[src/rtl/sine_cfg_i2c_target.sv]
// I2C target for the sine generator: byte-addressed shadow registers that are committed atomically on STOP.
// SDA changes one clk after a synchronized SCL fall; the commit and the upd_o pulse land one clk after STOP is seen.
module sine_cfg_i2c_target #(
    parameter logic [6:0] ADDR        = 7'h2A,
    parameter int         SYNC_STAGES = 2,
    parameter logic [7:0] ID_VAL      = 8'h5A
) (
    input  logic        clk,
    input  logic        rst,
    input  logic        scl_i,
    input  logic        sda_i,
    output logic        sda_oe,
    output logic [15:0] freq_o,
    output logic [7:0]  amp_o,
    output logic        gen_en_o,
    output logic        upd_o,
    output logic        busy_o
);
    typedef enum logic [3:0] {
        ST_IDLE, ST_ADDR, ST_ADDR_ACK, ST_PTR, ST_PTR_ACK,
        ST_WDATA, ST_WDATA_ACK, ST_RDATA, ST_RACK
    } state_t;

    state_t state_q, state_d;
    logic [SYNC_STAGES-1:0] scl_sync, sda_sync;
    logic        scl_d, sda_d, scl_s, sda_s;
    logic        scl_rise, scl_fall, start_c, stop_c;
    logic [3:0]  cnt;
    logic [7:0]  sh, ptr, rd_addr, rd_byte;
    logic [15:0] freq_sh;
    logic [7:0]  amp_sh;
    logic        en_sh, dirty, sda_oe_d, addr_match;

    // Sync flops reset to 1 so the idle bus never looks like a START
    always_ff @(posedge clk) begin
        if (rst) begin
            scl_sync <= '1;
            sda_sync <= '1;
            scl_d    <= 1'b1;
            sda_d    <= 1'b1;
        end else begin
            scl_sync <= {scl_sync[SYNC_STAGES-2:0], scl_i};
            sda_sync <= {sda_sync[SYNC_STAGES-2:0], sda_i};
            scl_d    <= scl_s;
            sda_d    <= sda_s;
        end
    end

    assign scl_s      = scl_sync[SYNC_STAGES-1];
    assign sda_s      = sda_sync[SYNC_STAGES-1];
    assign scl_rise   = scl_s & ~scl_d;
    assign scl_fall   = ~scl_s & scl_d;
    assign start_c    = scl_s & scl_d & sda_d & ~sda_s;
    assign stop_c     = scl_s & scl_d & ~sda_d & sda_s;
    assign addr_match = (sh[7:1] == ADDR);

    always_ff @(posedge clk) begin
        if (rst) state_q <= ST_IDLE;
        else     state_q <= state_d;
    end

    // cnt counts SCL rises: 8 closes a byte, 9 closes its ACK slot
    always_comb begin
        state_d = state_q;
        if (start_c)
            state_d = ST_ADDR;
        else if (stop_c)
            state_d = ST_IDLE;
        else if (scl_fall) begin
            case (state_q)
                ST_ADDR:      if (cnt == 4'd8) state_d = addr_match ? ST_ADDR_ACK : ST_IDLE;
                ST_ADDR_ACK:  if (cnt == 4'd9) state_d = sh[0] ? ST_RDATA : ST_PTR;
                ST_PTR:       if (cnt == 4'd8) state_d = ST_PTR_ACK;
                ST_PTR_ACK:   if (cnt == 4'd9) state_d = ST_WDATA;
                ST_WDATA:     if (cnt == 4'd8) state_d = ST_WDATA_ACK;
                ST_WDATA_ACK: if (cnt == 4'd9) state_d = ST_WDATA;
                ST_RDATA:     if (cnt == 4'd8) state_d = ST_RACK;
                ST_RACK:      if (cnt == 4'd9) state_d = sh[0] ? ST_IDLE : ST_RDATA;
                default:      state_d = ST_IDLE;
            endcase
        end
    end

    always_comb begin
        rd_addr = (state_q == ST_RACK) ? ptr + 8'd1 : ptr;
        case (rd_addr)
            8'h00:   rd_byte = {7'd0, en_sh};
            8'h01:   rd_byte = freq_sh[7:0];
            8'h02:   rd_byte = freq_sh[15:8];
            8'h03:   rd_byte = amp_sh;
            8'h04:   rd_byte = {7'd0, dirty};
            8'h05:   rd_byte = ID_VAL;
            default: rd_byte = 8'h00;
        endcase
    end

    always_comb begin
        sda_oe_d = sda_oe;
        if (start_c || stop_c)
            sda_oe_d = 1'b0;
        else if (scl_fall) begin
            case (state_q)
                ST_ADDR:                  if (cnt == 4'd8) sda_oe_d = addr_match;
                ST_PTR, ST_WDATA:         if (cnt == 4'd8) sda_oe_d = 1'b1;
                ST_ADDR_ACK:              if (cnt == 4'd9) sda_oe_d = sh[0] & ~rd_byte[7];
                ST_PTR_ACK, ST_WDATA_ACK: if (cnt == 4'd9) sda_oe_d = 1'b0;
                ST_RDATA:                 sda_oe_d = (cnt == 4'd8) ? 1'b0 : ~sh[6];
                ST_RACK:                  if (cnt == 4'd9) sda_oe_d = ~sh[0] & ~rd_byte[7];
                default:                  sda_oe_d = 1'b0;
            endcase
        end
    end

    always_ff @(posedge clk) begin
        if (rst) begin
            sda_oe   <= 1'b0;
            upd_o    <= 1'b0;
            busy_o   <= 1'b0;
            cnt      <= 4'd0;
            sh       <= 8'h00;
            ptr      <= 8'h00;
            freq_sh  <= 16'h0000;
            amp_sh   <= 8'h00;
            en_sh    <= 1'b0;
            dirty    <= 1'b0;
            freq_o   <= 16'h0000;
            amp_o    <= 8'h00;
            gen_en_o <= 1'b0;
        end else begin
            sda_oe <= sda_oe_d;
            upd_o  <= 1'b0;

            if (start_c || state_d == ST_IDLE)  cnt <= 4'd0;
            else if (scl_rise)                  cnt <= cnt + 4'd1;
            else if (scl_fall && cnt == 4'd9)   cnt <= 4'd0;

            // In RACK the master's ACK bit lands in sh[0]
            if (scl_rise && (state_q == ST_ADDR || state_q == ST_PTR ||
                             state_q == ST_WDATA || state_q == ST_RACK))
                sh <= {sh[6:0], sda_s};
            else if (scl_fall && state_q == ST_RDATA && cnt != 4'd8)
                sh <= {sh[6:0], 1'b0};
            else if (scl_fall && cnt == 4'd9 &&
                     ((state_q == ST_ADDR_ACK && sh[0]) || (state_q == ST_RACK && !sh[0])))
                sh <= rd_byte;

            if (scl_fall && cnt == 4'd8 && state_q == ST_PTR)
                ptr <= sh;
            else if ((scl_fall && cnt == 4'd8 && state_q == ST_WDATA) ||
                     (scl_fall && cnt == 4'd9 && state_q == ST_RACK && !sh[0]))
                ptr <= ptr + 8'd1;

            if (scl_fall && cnt == 4'd8 && state_q == ST_WDATA && ptr < 8'd4) begin
                case (ptr[1:0])
                    2'd0: en_sh          <= sh[0];
                    2'd1: freq_sh[7:0]   <= sh;
                    2'd2: freq_sh[15:8]  <= sh;
                    2'd3: amp_sh         <= sh;
                endcase
                dirty <= 1'b1;
            end

            if (stop_c && dirty) begin
                freq_o   <= freq_sh;
                amp_o    <= amp_sh;
                gen_en_o <= en_sh;
                upd_o    <= 1'b1;
                dirty    <= 1'b0;
            end

            if (state_d == ST_IDLE)
                busy_o <= 1'b0;
            else if (state_q == ST_ADDR && state_d == ST_ADDR_ACK)
                busy_o <= 1'b1;
        end
    end
endmodule

[config.mk]
export PLATFORM = sky130hd
export DESIGN_NAME = sine_cfg_i2c_target
export DESIGN_NICKNAME = d
export VERILOG_FILES = /design/src/rtl/sine_cfg_i2c_target.sv
export SDC_FILE = /design/constraint.sdc
export NUM_CORES = 1
export LEC_CHECK = 0
export BUFFER_PORTS_ARGS = -buffer_cell sky130_fd_sc_hd__clkbuf_2
export CAP_MARGIN = 20
export CORE_ASPECT_RATIO = 1.1
export CORE_UTILIZATION = 60
export CTS_CLUSTER_SIZE = 14
export DETAILED_ROUTE_END_ITERATION = 6
export PLACE_DENSITY = 0.91
export RECOVER_POWER = 25
export SLEW_MARGIN = 10
export SYNTH_ARGS = -nofsm -noshare
export SYNTH_HDL_FRONTEND = slang
export SYNTH_SLANG_ARGS = --single-unit
export TNS_END_PERCENT = 10
[constraint.sdc]
create_clock -name clk -period 5.45 [get_ports clk]
set_clock_uncertainty 0.2 [all_clocks]
set_input_delay 0.545 -clock clk [delete_from_list [all_inputs] [get_ports clk]]
set_output_delay 0.545 -clock clk [all_outputs]
set_load 0.005 [all_outputs]
==> results.toml <==
[run_status]
status = "finished, violations left"
failed_checks = "capacitance limit, slew limit"

[sta]
period_share_pct = 67.5
maxSlewViolCount = 78
slew_headroom_pct = -109
fin_crit_ps = 3680
max_freq_mhz = 272
final.setup.tns_ps = 0
finalSetupViolations = 0
hold_viol_final = 0
worstMarginPinSlew_ps = 3130
rsz0062_at_grt = "false"

[grt]
met1_usage_pct = 38.6
overflow = 0
antenna_found_initial = 0
grt_max_degree = 78
grt_pass1_vias = 3374
grt.busiest_layer = "met2"
grt_first_pass_wirelength_mm = 16.2
met2_usage_pct = 46.8
gr-usage-met3_pct = 4.43
groute.usage.overall_pct = 29.3

[synth]
synth-seq-area-share_pct = 41.3
synthCells = 484
syn-cell-area_sq_um = 4070
synth-seq-cells = 84
synth_edf_count = 0
avgSynthCellArea_sq_um = 8.41
yosys_warnings = 0
synth.distinct_cells = 62
synthArstFlopShare_pct = 0
synth_ff_type = "dfxtp_1"
synthesis.nets = 495

[final_layout]
final_area_sq_um = 4390
layout_commonest_cell = "nand2_1"
area_growth_pct = 7.81
layout_common_cells = "nand2_1, dfxtp_1, a21oi_1"
nNetsFinal = 510
diodes = 0
postLayoutCoreUtil_pct = 66.9
drive_gt1_share_pct = 9.92

[power_and_ir_drop]
ir_drop_mv = 0.216
power_density_nw_per_um2 = 252
sequentialPowerShare_pct = 56.3
p_leak_nw = 1.64
pwr-share-comb_pct = 2.9
power.internal_mw = 0.843
power.switching_mw = 0.262
switching_share_pct = 23.7
pwr-share-clk_pct = 40.8

[drt]
drc = 0
drt-total-wl_mm = 10.0
antenna_left = 0
vias = 3651
wl_per_cell_um = 17.1
drt_iter0_markers = 355
post_drt_via_cell_ratio = 6.23
first_pass_iters = 5

[placement]
port_buffers = 31
gp_congestion = 0.927
placed_cell_area_sq_um = 4210
hpwl_mm = 6.93

[clocking]
numCtsBuffers = 9
post_cts_resize_count = 0
cts-root-buf = "clkbuf_8"
cts_buffer_depth = 2
postCtsSetupRepairBufs = 0
holdBufCountCts = 0
clkLatencyLatePin_ps = 350
clk_pin_slew_ps = 90
cts_tree = "yes"
htreeDepth = 3
clock_sinks = 84

[run]
maxCapViolCount = 1

[setup_path]
arrival_ps = 3710
cp_slowest_cell = "clkbuf_1"
critPathLaunchType = "input port"
path_max_fanout = 77
crit_required_ps = 5480
r2r_slack_ps = 1950
end_kind = "register"
cpPeakStageDelay_ps = 2190
path_cells = "clkbuf_2, clkbuf_1, a31oi_1, o31ai_1, nor3_1"
worstSetupPathType = "in -> reg"

[floorplan]
rows = 31
ios = 32
die_height_um = 88.4
start_util_pct = 62.1
die_width_um = 80.5
die-area_sq_um = 7120
core_sq_um = 6560

[worst_hold_path]
hold_path.class = "in -> reg"
[cell usage after synthesis, types with 8 or more instances]
library cell	count	area, sq um
a21oi_1	55	275
a31oi_1	8	50.1
and3_1	11	68.8
clkbuf_1	21	78.8
dfxtp_1	84	1680
inv_1	10	37.5
mux2i_1	21	210
nand2_1	92	345
nand3_1	12	60.1
nor2_1	34	128
nor3_1	10	50.1
[layout make-up]
cell class / count / area, sq um
Multi-Input combinational cell: 362 / 2230
Fill cell: 537 / 2170
Sequential cell: 84 / 1680
Timing Repair Buffer: 32 / 136
Clock buffer: 10 / 128
Tap cell: 82 / 103
Clock inverter: 6 / 71.3
Inverter: 10 / 37.5
[per-layer routing]
layer  vias to the layer above  share of wire (%)
met5                         -                  0
met4                         0                3.1
met3                        38                7.6
li1                       1739                  -
met2                       170                 48
met1                      1704                 41
[state kept, by name, indices dropped and copies added (netlist names), 2 cells and up]
register / count
amp_o: 8
freq_sh: 16
freq_o: 16
cnt: 4
sda_sync: 2
state_q: 4
amp_sh: 8
scl_sync: 2
ptr: 8
sh: 8
[critical path, delay by kind of cell]
kind / cells / cell delay (ps)
AO/OA/AOI/OAI: 2 / 730
buffers and inverters: 2 / 2260
AND/OR/NAND/NOR: 1 / 100
[path summary, 6_finish.rpt]
| check | to | from | cells past startpoint |
|---|---|---|---|
| worst min-delay path | scl_sync[0]$_SDFF_PP1_ | scl_i | 2 |
| worst max register to register | sh[4]$_SDFFE_PP0P_ | state_q[3]$_SDFF_PP0_ | 6 |
| worst min register to register | scl_sync[1]$_SDFF_PP1_ | scl_sync[0]$_SDFF_PP1_ | 1 |
| worst max-delay path | cnt[1]$_SDFFE_PP0P_ | rst | 5 |
[kinds of logic after synthesis]
group	count (synthesis)	synth area share [%]
compound gates	113	18.9
xor+xnor	9	1.94
fa+ha+maj	7	2.15
buf+inv	38	3.87
flops	84	41.3
mux	24	6.00
simple gates	209	25.8
[through the flow]
step / setup slack [ps] / instances / total power, mW / hold slack, ps
final: 1770 / 586 / 1.10 / 173
after detailed placement: 2250 / 570 / 0.668 / 195
after CTS: 2210 / 586 / 1.10 / 171
after global routing: 1460 / 586 / 1.14 / 180
after global placement: 2430 / 570 / 0.667 / 193
after floorplan: 2860 / 484 / 0.661 / 189
[power by group through the flow]
stage / registers [mW] / clock network, mW / logic (mW)
global route: 0.623 / 0.477 / 0.0353
global placement: 0.636 / 0 / 0.0309
floorplan: 0.633 / 0 / 0.0280
finish: 0.622 / 0.450 / 0.0321
CTS: 0.622 / 0.450 / 0.0320
detailed placement: 0.636 / 0 / 0.0316
Note: power is estimated with default switching activity, not from simulation.
